==> src/rtl/double_clk_rcv_pkg.sv <==
// Shared types for the two-phase clock receiver: FSM state encoding and error causes.
// Pure declarations; no logic, no latency.
package double_clk_pkg;

   typedef enum logic [2:0] {
      ST_IDLE = 3'd0,
      ST_PH0  = 3'd1,
      ST_GAP0 = 3'd2,
      ST_PH1  = 3'd3,
      ST_GAP1 = 3'd4,
      ST_ERR  = 3'd5
   } dcr_state_t;

   localparam logic [1:0] DCR_ERR_NONE    = 2'b00;
   localparam logic [1:0] DCR_ERR_OVERLAP = 2'b01;
   localparam logic [1:0] DCR_ERR_ORDER   = 2'b10;
   localparam logic [1:0] DCR_ERR_TIMEOUT = 2'b11;

endpackage

==> src/rtl/double_clk_rcv_sync2.sv <==
// Two-flop synchroniser for one asynchronous line, resetting to RST_VAL.
// Latency 2 edges; no backpressure.
module sync2 #(
   parameter logic RST_VAL = 1'b1
) (
   input  logic clk_i,
   input  logic rst_i,
   input  logic d_i,
   output logic q_o
);

   logic meta_q;
   logic sync_q;

   always_ff @(posedge clk_i) begin
      if (rst_i) begin
         meta_q <= RST_VAL;
         sync_q <= RST_VAL;
      end else begin
         meta_q <= d_i;
         sync_q <= meta_q;
      end
   end

   assign q_o = sync_q;

endmodule

==> src/rtl/double_clk_rcv.sv <==
// Receives the clk0/clk1 open-drain phase pair, checks alternation, emits phase strobes and period.
// Latency 3 edges from a settled line change to strobe/error; no backpressure.
module double_clk_rcv
   import double_clk_pkg::*;
#(
   parameter int unsigned TIMEOUT = 1024,
   parameter int unsigned CNT_W   = 16
) (
   input  logic             clk,
   input  logic             rst,
   input  logic             en,
   input  logic             clk0,
   input  logic             clk1,
   output logic             ph0_stb,
   output logic             ph1_stb,
   output logic [CNT_W-1:0] period,
   output logic             period_vld,
   output logic             busy,
   output logic             err,
   output logic [1:0]       err_code
);

   localparam int unsigned DW_W = $clog2(TIMEOUT + 1);
   localparam logic [CNT_W-1:0] CNT_MAX   = '1;
   localparam logic [DW_W-1:0]  DWELL_LIM = DW_W'(TIMEOUT);

   logic s0, s1, p0_q, p1_q;
   logic fall0, fall1, rise0, rise1, both_fall, timeout, active;

   dcr_state_t       state_q, state_d;
   logic [CNT_W-1:0] cnt_q, cnt_d, period_q, period_d;
   logic [DW_W-1:0]  dwell_q, dwell_d;
   logic             ph0_q, ph0_d, ph1_q, ph1_d, pv_q, pv_d, err_q, err_d;
   logic [1:0]       code_q, code_d, fault;

   sync2 #(.RST_VAL(1'b1)) u_sync0 (.clk_i(clk), .rst_i(rst), .d_i(clk0), .q_o(s0));
   sync2 #(.RST_VAL(1'b1)) u_sync1 (.clk_i(clk), .rst_i(rst), .d_i(clk1), .q_o(s1));

   // Previous-value registers keep running while disabled so edges are never invented on re-enable.
   always_ff @(posedge clk) begin
      if (rst) begin
         p0_q <= 1'b1;
         p1_q <= 1'b1;
      end else begin
         p0_q <= s0;
         p1_q <= s1;
      end
   end

   assign fall0     = ~s0 & p0_q;
   assign fall1     = ~s1 & p1_q;
   assign rise0     = s0 & ~p0_q;
   assign rise1     = s1 & ~p1_q;
   assign both_fall = fall0 & fall1;
   assign timeout   = (dwell_q == DWELL_LIM);
   assign active    = (state_q != ST_IDLE) && (state_q != ST_ERR);

   always_comb begin
      state_d  = state_q;
      cnt_d    = cnt_q;
      dwell_d  = dwell_q;
      period_d = period_q;
      err_d    = err_q;
      code_d   = code_q;
      ph0_d    = 1'b0;
      ph1_d    = 1'b0;
      pv_d     = 1'b0;
      fault    = DCR_ERR_NONE;

      if (active && cnt_q != CNT_MAX) cnt_d = cnt_q + 1'b1;

      unique case (state_q)
         ST_IDLE: begin
            if (fall0 && !fall1) begin
               state_d = ST_PH0;
               ph0_d   = 1'b1;
            end
         end
         ST_PH0: begin
            if (both_fall || (fall1 && !s0)) fault = DCR_ERR_OVERLAP;
            else if (timeout)                fault = DCR_ERR_TIMEOUT;
            else if (rise0)                  state_d = ST_GAP0;
         end
         ST_GAP0: begin
            if (both_fall)    fault = DCR_ERR_OVERLAP;
            else if (fall0)   fault = DCR_ERR_ORDER;
            else if (timeout) fault = DCR_ERR_TIMEOUT;
            else if (fall1) begin
               state_d = ST_PH1;
               ph1_d   = 1'b1;
            end
         end
         ST_PH1: begin
            if (both_fall || (fall0 && !s1)) fault = DCR_ERR_OVERLAP;
            else if (timeout)                fault = DCR_ERR_TIMEOUT;
            else if (rise1)                  state_d = ST_GAP1;
         end
         ST_GAP1: begin
            if (both_fall)    fault = DCR_ERR_OVERLAP;
            else if (fall1)   fault = DCR_ERR_ORDER;
            else if (timeout) fault = DCR_ERR_TIMEOUT;
            else if (fall0) begin
               state_d  = ST_PH0;
               ph0_d    = 1'b1;
               pv_d     = 1'b1;
               period_d = (cnt_q == CNT_MAX) ? CNT_MAX : cnt_q + 1'b1;
            end
         end
         ST_ERR: begin
         end
         default: state_d = ST_IDLE;
      endcase

      if (fault != DCR_ERR_NONE) begin
         state_d = ST_ERR;
         err_d   = 1'b1;
         code_d  = fault;
      end

      // Each accepted clk0 fall starts a fresh period measurement.
      if (ph0_d) cnt_d = '0;

      if (state_d != state_q || !active) dwell_d = '0;
      else                               dwell_d = dwell_q + 1'b1;

      if (!en) begin
         state_d  = ST_IDLE;
         cnt_d    = '0;
         dwell_d  = '0;
         period_d = '0;
         err_d    = 1'b0;
         code_d   = DCR_ERR_NONE;
         ph0_d    = 1'b0;
         ph1_d    = 1'b0;
         pv_d     = 1'b0;
      end
   end

   always_ff @(posedge clk) begin
      if (rst) begin
         state_q  <= ST_IDLE;
         cnt_q    <= '0;
         dwell_q  <= '0;
         period_q <= '0;
         err_q    <= 1'b0;
         code_q   <= DCR_ERR_NONE;
         ph0_q    <= 1'b0;
         ph1_q    <= 1'b0;
         pv_q     <= 1'b0;
      end else begin
         state_q  <= state_d;
         cnt_q    <= cnt_d;
         dwell_q  <= dwell_d;
         period_q <= period_d;
         err_q    <= err_d;
         code_q   <= code_d;
         ph0_q    <= ph0_d;
         ph1_q    <= ph1_d;
         pv_q     <= pv_d;
      end
   end

   assign ph0_stb    = ph0_q;
   assign ph1_stb    = ph1_q;
   assign period_vld = pv_q;
   assign period     = period_q;
   assign err        = err_q;
   assign err_code   = code_q;
   assign busy       = active;

endmodule
==> config.mk <==
export PLATFORM = sky130hd
export DESIGN_NAME = double_clk_rcv
export DESIGN_NICKNAME = d
export VERILOG_FILES = /design/src/rtl/double_clk_rcv_pkg.sv /design/src/rtl/double_clk_rcv_sync2.sv /design/src/rtl/double_clk_rcv.sv
export SDC_FILE = /design/constraint.sdc
export NUM_CORES = 1
export LEC_CHECK = 0
export ABC_AREA = 0
export CORE_MARGIN = 3
export CORE_UTILIZATION = 32
export DETAILED_ROUTE_END_ITERATION = 6
export RECOVER_POWER = 100
export SLEW_MARGIN = 0
export SYNTH_ARGS = -nofsm -noshare
export SYNTH_HDL_FRONTEND = slang
export SYNTH_SLANG_ARGS = --single-unit
==> constraint.sdc <==
create_clock -name clk -period 2.65 [get_ports clk]
set_clock_uncertainty 0.05 [all_clocks]
set_input_delay 0.53 -clock clk [delete_from_list [all_inputs] [get_ports clk]]
set_output_delay 0.53 -clock clk [all_outputs]
set_load 0.01 [all_outputs]
# Yosys cells after proc, flatten, opt, wreduce, memory -nomap -nowiden
# Index checks and enable logic that the tools add are counted.
word_totals:
  inputBits: 5
  elab_cells: 96
  reg_bits: 58
classes:
  n_bitwise: 15
  addsub: 2
  mux: 33
  n_reduce_logical: 21
  n_eq_ne: 10
op_table:
  columns: ["operator", "n"]
  rows:
  - ["$mux 3", 16]
  - ["$pmux 3 s6", 1]
  - ["$add 16x1->16 const B", 1]
  - ["$eq 16x16->1 const B", 1]
  - ["$mux 16", 1]
  - ["$ne 16x16->1 const B", 1]
  - ["$mux 2", 7]
  - ["$add 11x1->11 const B", 1]
  - ["$eq 11x11->1 const B", 1]
  - ["$not 1->1", 10]
  - ["$reduce_or 3->1", 3]
  - ["$pmux 2 s4", 1]
  - ["$eq 3x2->1 const B", 2]
  - ["$eq 3x3->1 const B", 2]
  - ["$mux 1", 6]
  - ["$reduce_or 6->1", 1]
  - ["$and 1x1->1", 5]
  - ["$logic_and 1x1->1", 5]
  - ["$reduce_and 5->1", 1]
  - ["$logic_not 1->1", 4]
  - ["$eq 3x1->1 const B", 1]
  - ["$logic_not 3->1", 1]
  - ["$logic_or 1x1->1", 3]
  - ["$ne 3x3->1", 1]
  - ["5 further kinds", 5]

# Longest topological paths before layout
# Gate-level depths: netlist of the first run.
logic_depth:
  word_depth: 11
  depth_mapped: 10
  ltp_nobuf: 8

# By module
# Synthesis of the first run repeated with hierarchy kept, for this count alone.
unflattened:
  cells_unflattened: 323
  area_unflattened_um2: 2822.7
modules_own_cells:
  columns: ["module", "cells_each", "seq_area_each_um2", "area_each_um2", "n_inst"]
  rows:
  - ["double_clk_rcv", 315, 1081.0, 2717.6, 1]
  - ["sync2", 4, 40.0, 52.6, 2]

# Worst setup path after synthesis of the first run
# Ideal clock, no wire load.
synth_timing:
  path_type: "register to register"
  from: "register dwell_q[0]"
  to: "register dwell_q[0]"
  path_slack_ns: 0.360
  path_stages_with_launch: 11
  setup_ns: 0.121
  arrival_time_ns: 2.119
  cell_sequence: "dfxtp_1 > inv_1 > ha_1 > nor4b_1 > and3_1 > buf_2 > a2111oi_1 > nand2b_1 > o31a_1 > buf_4 > nor3_2"
synth_between:
  elab_chain_cells: 10
synth_rtl:
  columns: ["element", "line_no", "source"]
  rows:
  - ["from (decl)", "double_clk_rcv.sv:32", "logic [DW_W-1:0] dwell_q, dwell_d;"]
  - ["from (signal assigned)", "double_clk_rcv.sv:153", "dwell_q <= dwell_d;"]
  - ["$eq 11x11->1", "double_clk_rcv.sv:55", "assign timeout = (dwell_q == DWELL_LIM);"]
  - ["$mux 2", null, null]
  - ["$mux 2 (on tied branches)", "double_clk_rcv.sv:100, double_clk_rcv.sv:86", null]
  - ["$mux 2 (on tied branches)", "double_clk_rcv.sv:99, double_clk_rcv.sv:85", null]
  - ["$pmux 2 s4", "double_clk_rcv.sv:72", "unique case (state_q)"]
  - ["$reduce_bool 2->1", "double_clk_rcv.sv:114", "if (fault != DCR_ERR_NONE) begin"]
  - ["$mux 3", "double_clk_rcv.sv:114", null]
  - ["$ne 3x3->1", "double_clk_rcv.sv:123", "if (state_d != state_q || !active) dwell_d = '0;"]
  - ["$logic_or 1x1->1", "double_clk_rcv.sv:123", null]
  - ["$reduce_or 3->1 (no line)", null, null]
# Parallel ways exist; a longest one is shown, timed or not.
# A chain may end at the register's enable or synchronous reset.

# Worst setup path after layout of the first run
layout_timing:
  from: "register state_q[0]"
  to: "output busy"
layout_between:
  elab_chain_cells: 2
layout_rtl:
  columns: ["element", "line_no", "source"]
  rows:
  - ["from (decl)", "double_clk_rcv.sv:30", "dcr_state_t state_q, state_d;"]
  - ["from (signal assigned)", "double_clk_rcv.sv:151", "state_q <= state_d;"]
  - ["$ne 3x3->1 / $reduce_bool 3->1 (equally long branches)", "double_clk_rcv.sv:56", "assign active = (state_q != ST_IDLE) && (state_q != ST_ERR);"]
  - ["$logic_and 1x1->1 *", "double_clk_rcv.sv:56", null]
  - ["to (decl)", "double_clk_rcv.sv:18", "output logic busy,"]
# Mark *: on every way between the ends. The rest lies on a longest branch, timed or not.

==> flow_summary.yaml, run 1 <==
run_status:
  status: "completed"
sta:
  rsz0062_at_grt: "no"
  tightest_slew_ns: 0.7615
  period_minus_slack_ns: 2.514
  maxSlewViolCount: 0
  max-slew-margin-rel: 0.4852
  max_freq_mhz: 397.7
  finalCritPeriodShare: 0.9488
  finalHoldViolations: 0
  setup_violations: 0
  fin_hold_ws_ns: 0.3572
  setup_tns_ns: 0
yosys:
  synthAdderAreaFrac: 0.01369
  netlist_area_sq_um: 2743
  ys_types: 50
  synth_seq_cells: 58
  synth_top_family_by_area: "simple AND/OR/NAND/NOR gates"
  muxShareOfSynthArea: 0.01505
  avgSynthCellArea_sq_um: 8.790
  synthXorXnorAreaFrac: 0.1054
  yosys.area_share.simple: 0.2952
  synthCells: 312
  synth_compound_area_frac: 0.1049
  yosysWarningCount: 0
  synth_edf_count: 0
  synth_ff_type: "dfxtp_1"
  yosysSeqAreaShare: 0.4234
  synth_nets: 320
  async_flop_share: 0
cts:
  numClockSinks: 58
  cts_made_buffers: 9
  cts_tree: "yes"
  cts-root-buf: "clkbuf_8"
  path_clk_slew_ns: 0.06
  ctsResizeCount: 1
  h-tree-depth: 3
  cts.path.max_buffers: 2
  cts_hold_buf: 0
  clock_latency_ns: 0.33
  post_cts_buffers: 0
floorplan:
  die_y_um: 98.58
  die_area_sq_um: 9718
  core_sq_um: 8258
  start_util: 0.3321
  rows: 33
  ios: 28
  die_w_um: 98.58
critical_path:
  crit_buf_inv: 2
  critPathTopFamily: "buffers and inverters"
  reg2reg_depth: 7
  critical_path.cell_chain: "nor2b_1, nor3_2, inv_1, clkdlybuf4s50_1"
  end_kind: "primary output"
  crit_path_start_kind: "flip-flop"
  path_depth: 4
  cp.arrival_ns: 1.93
  cpMaxStageDelayCell: "clkdlybuf4s50_1"
  path_max_fanout: 15
  cpPeakStageDelay_ns: 0.54
  worstPathRequired_ns: 2.07
  crit_type: "flip-flop to primary output"
min_path:
  hp-class: "flip-flop to flip-flop"
  hold_depth: 1
detailed_routing:
  drc: 0
  drtIter0Drc: 65
  wl_per_cell_um: 13.09
  wirelength_mm: 5.929
  vias: 2233
  vias_per_cell: 4.929
  drt.antenna.violating_nets: 0
  firstDrtPassIters: 4
final_layout:
  instances_no_fill: 453
  fin_nets: 351
  finalInstanceArea_sq_um: 3273
  drive_gt1_frac: 0.1121
  num_antenna_cells: 0
  area_delta_synth_final_pct: 19.34
  layout_common_cells: "57 x dfxtp_1, 45 x nor2_1, 23 x dlygate4sd3_1, 21 x xnor2_1"
  final_common_cell: "dfxtp_1"
place:
  port_buffers: 27
  dp.final_hpwl_mm: 4.212
  placed_area_sq_um: 3154
  gp_congestion: 0.8109
  dp.cells: 437
global_route:
  groute.usage.overall: 0.1315
  grt_first_pass_wirelength_mm: 10.35
  grt.overflow.total: 0
  grt_pass1_vias: 2222
  antenna_found_initial: 0
  grt_max_degree: 20
pwr:
  power.leakage_nw: 1.188
  vdd_drop_max_uv: 240.8
  p_per_area_nw_per_um2: 511.5
flow_run:
  max_cap_viol_count: 0
[synthesized netlist by cell type (all sizes together), types with 3 or more instances]
cell    instances  area share
a31oi           5       0.011
xnor2          21       0.067
dfxtp          58        0.42
or2             9       0.021
nand3          16       0.031
or3             4      0.0091
nor3           18       0.051
o22ai          13       0.030
clkbuf          7      0.0096
ha              3       0.014
nor2b           6       0.014
buf            12       0.027
mux2i           3       0.011
a21oi           6       0.011
nor2           45       0.062
nand2          17       0.026
nand2b         11       0.025
o21ai           8       0.016
inv             4      0.0055
xor2           12       0.038
and3            5       0.011
[final cells by class]
cell class                 instances  area (sq um)
clock buffer                      14         172.7
clock inverter                     2         10.01
fill                             870          4985
inverter                           4         15.01
multi-input combinational        231          1418
sequential                        58          1162
tap                              105         131.4
timing repair buffer              39         364.1
[path summary, 6_finish.rpt]
path / startpoint / to / slack [ns]
worst max-delay path: state_q[0] / busy / 0.14
worst min-delay path: u_sync1.meta_q / u_sync1.q_o / 0.36
worst max register to register: cnt_q[0] / cnt_q[2] / 0.23
worst min register to register: u_sync1.meta_q / u_sync1.q_o / 0.36
[registers in the layout, summed over array words and instances, names as in the netlist, 2 cells and up]
register and count:
period 16, state_q 3, cnt_q 16, dwell_q 11, err_code 2
[through the flow]
step / total power, mW / utilization / setup slack (ns)
after global routing: 1.739 / 0.3964 / 0.02798
after CTS: 1.706 / 0.4042 / 0.05159
after floorplan: 0.9304 / - / 0.3599
final: 1.674 / 0.3964 / 0.1356
after global placement: 0.9560 / 0.3820 / 0.2506
after detailed placement: 0.9563 / 0.3820 / 0.2299
[report_power, final]
part           internal, mW  total (mW)  leakage [nW]  switching [mW]
clock                 0.413       0.741        0.0965           0.328
sequential            0.876       0.881         0.469         0.00411
combinational        0.0235      0.0526         0.622          0.0290
[metal layers]
metal / GRT usage / routed length (um) / up-vias
met1: 0.1594 / 2773 / 1058
met3: 0.03680 / 175 / 11
li1: - / - / 1137
met5: 0 / 0 / -
met2: 0.2215 / 2884 / 27
met4: 0.05042 / 95 / 0
[cell families after synthesis]
family | count (synthesis)
XOR/XNOR | 33
multiplexers | 4
flip-flops | 58
AND/OR/NAND/NOR | 147
buffers and inverters | 23
adder cells (fa/ha/maj) | 3
AO/OA/AOI/OAI | 44
No activity file was read; power rests on OpenSTA's default activity.
==> inputs of run 2 (changes only) <==
==> constraint.sdc (replaced) <==
create_clock -name clk -period 3.2 [get_ports clk]
set_clock_uncertainty 0.05 [all_clocks]
set_input_delay 0.64 -clock clk [delete_from_list [all_inputs] [get_ports clk]]
set_output_delay 0.64 -clock clk [all_outputs]
set_load 0.01 [all_outputs]
==> flow_summary.yaml, run 2 (synthesis gave the netlist of run 1 again) <==
final_layout:
  nFillCells: 872
  finish.utilization: 0.3845
  instances_no_fill: 445
  num_antenna_cells: 0
  area_delta_synth_final_pct: 15.78
  fin_nets: 343
  drive_gt1_frac: 0.08235
  layout_common_cells: "58 x dfxtp_1, 45 x nor2_1, 23 x dlygate4sd3_1, 21 x xnor2_1, 17 x nand2_1"
  final_common_cell: "dfxtp_1"
cts:
  numClockSinks: 58
  cts_tree: "yes"
  path_clk_slew_ns: 0.06
  ctsResizeCount: 0
  cts_hold_buf: 0
  h-tree-depth: 3
  clock_latency_ns: 0.33
  cts_made_buffers: 9
  cts.path.max_buffers: 2
  post_cts_buffers: 0
  cts-root-buf: "clkbuf_8"
sta:
  period_minus_slack_ns: 2.826
  fin_hold_ws_ns: 0.3596
  setup_violations: 0
  finalCritPeriodShare: 0.8830
  setup_tns_ns: 0
  maxSlewViolCount: 0
  max_freq_mhz: 353.9
  tightest_slew_ns: 0.7095
  timing.final.ws_setup_ns: 0.3744
  max-slew-margin-rel: 0.5258
  rsz0062_at_grt: "no"
  finalHoldViolations: 0
critical_path:
  reg2reg_depth: 8
  crit_path_start_kind: "flip-flop"
  cpPeakStageDelay_ns: 0.58
  cpMaxStageDelayCell: "dfxtp_1"
  cp.arrival_ns: 2.14
  worstPathRequired_ns: 2.51
  r2r_slack_ns: 0.44
  path_max_fanout: 15
  end_kind: "primary output"
  critical_path.cell_chain: "nor2b_1, nor3_1, inv_1, clkdlybuf4s50_1"
  crit_type: "flip-flop to primary output"
  r2r_start: "dwell_q[0]"
  regToRegEndpoint: "cnt_q[6]"
floorplan:
  start_util: 0.3321
  die_y_um: 98.58
  die_w_um: 98.58
  ios: 28
  core_sq_um: 8258
  rows: 33
  die_area_sq_um: 9718
detailed_routing:
  wirelength_mm: 5.637
  drc: 0
  vias: 2170
  firstDrtPassIters: 4
  drt.antenna.violating_nets: 0
  wl_per_cell_um: 12.67
  vias_per_cell: 4.876
  drtIter0Drc: 42
flow_run:
  max_cap_viol_count: 0
place:
  dp.final_hpwl_mm: 4.016
  gp_congestion: 0.7994
  dp.cells: 429
  dp_slack_ns: 0.4905
  port_buffers: 27
run_status:
  status: "completed"
min_path:
  hold_depth: 1
  hold_start: "u_sync1.meta_q"
  hold_end: "u_sync1.q_o"
  hp-class: "flip-flop to flip-flop"
pwr:
  p_per_area_nw_per_um2: 419.5
  vdd_drop_max_uv: 251.3
  power.leakage_nw: 1.132
global_route:
  groute.usage.overall: 0.1260
  grt_max_degree: 20
  antenna_found_initial: 0
  grt_first_pass_wirelength_mm: 9.880
  grt_pass1_vias: 2175
  grt.overflow.total: 0
[run 2: cell count changes in the layout (fill, tap and decap cells not counted), sizes merged]
cell | before | now
buf | 9 | 1
clkbuf | 17 | 16
clkinv | 2 | 3
[run 2: final cells by class]
type	instances	area [sq um]	area share
inverter	4	15.01	0.004728
timing repair buffer	31	291.5	0.09180
sequential	58	1161	0.3656
multi-input combinational	231	1413	0.4448
clock inverter	3	15.01	0.004728
clock buffer	13	148.9	0.04689
tap	105	131.4	0.04137
[run 2: metrics by stage]
step / area (sq um) / power (mW)
finish: 3176 / 1.332
detailed placement: 3082 / 0.7858
global placement: 3082 / 0.7854
CTS: 3246 / 1.361
floorplan: 2743 / 0.7705
global route: 3176 / 1.395
[run 2: worst max-delay path by stage]
| stage | start | end | cells past startpoint |
|---|---|---|---|
| global route | dwell_q[0] | cnt_q[1] | 8 |
| detailed placement | dwell_q[0] | cnt_q[15] | 8 |
| floorplan | dwell_q[0] | dwell_q[0] | 10 |
| CTS | state_q[0] | busy | 4 |
| global placement | dwell_q[0] | cnt_q[8] | 8 |
| finish | state_q[0] | busy | 4 |
[run 2: worst max-delay path: cells and delay by family, from the launching register on]
family / cells / cell delay [ns]
buffers and inverters: 2 / 0.76
flip-flops: 1 / 0.58
AND/OR/NAND/NOR: 2 / 0.47
[run 2: where the power goes]
part	total, mW	internal (mW)	switching [mW]
Clock	0.566	0.298	0.267
Sequential	0.729	0.726	0.00358
Combinational	0.0370	0.0148	0.0222
Total	1.33	1.04	0.293
[run 2: metal layers]
| layer | vias up | routed length, um | global-route usage | share of wire |
|---|---|---|---|---|
| li1 | 1130 | - | - | - |
| met1 | 997 | 2574 | 0.1481 | 0.46 |
| met2 | 30 | 2734 | 0.2085 | 0.49 |
| met3 | 13 | 219 | 0.04176 | 0.039 |
| met4 | 0 | 109 | 0.05672 | 0.019 |
| met5 | - | 0 | 0 | 0 |
==> inputs of run 3 (changes only) <==
--- a/config.mk
+++ b/config.mk
@@ -9,6 +9,7 @@
 export CORE_MARGIN = 3
 export CORE_UTILIZATION = 32
 export DETAILED_ROUTE_END_ITERATION = 6
+export GPL_ROUTABILITY_DRIVEN = 1
 export RECOVER_POWER = 100
 export SLEW_MARGIN = 0
 export SYNTH_ARGS = -nofsm -noshare
==> results of run 3 <==
The final DEF is identical to that of run 2; final timing and power are the same.
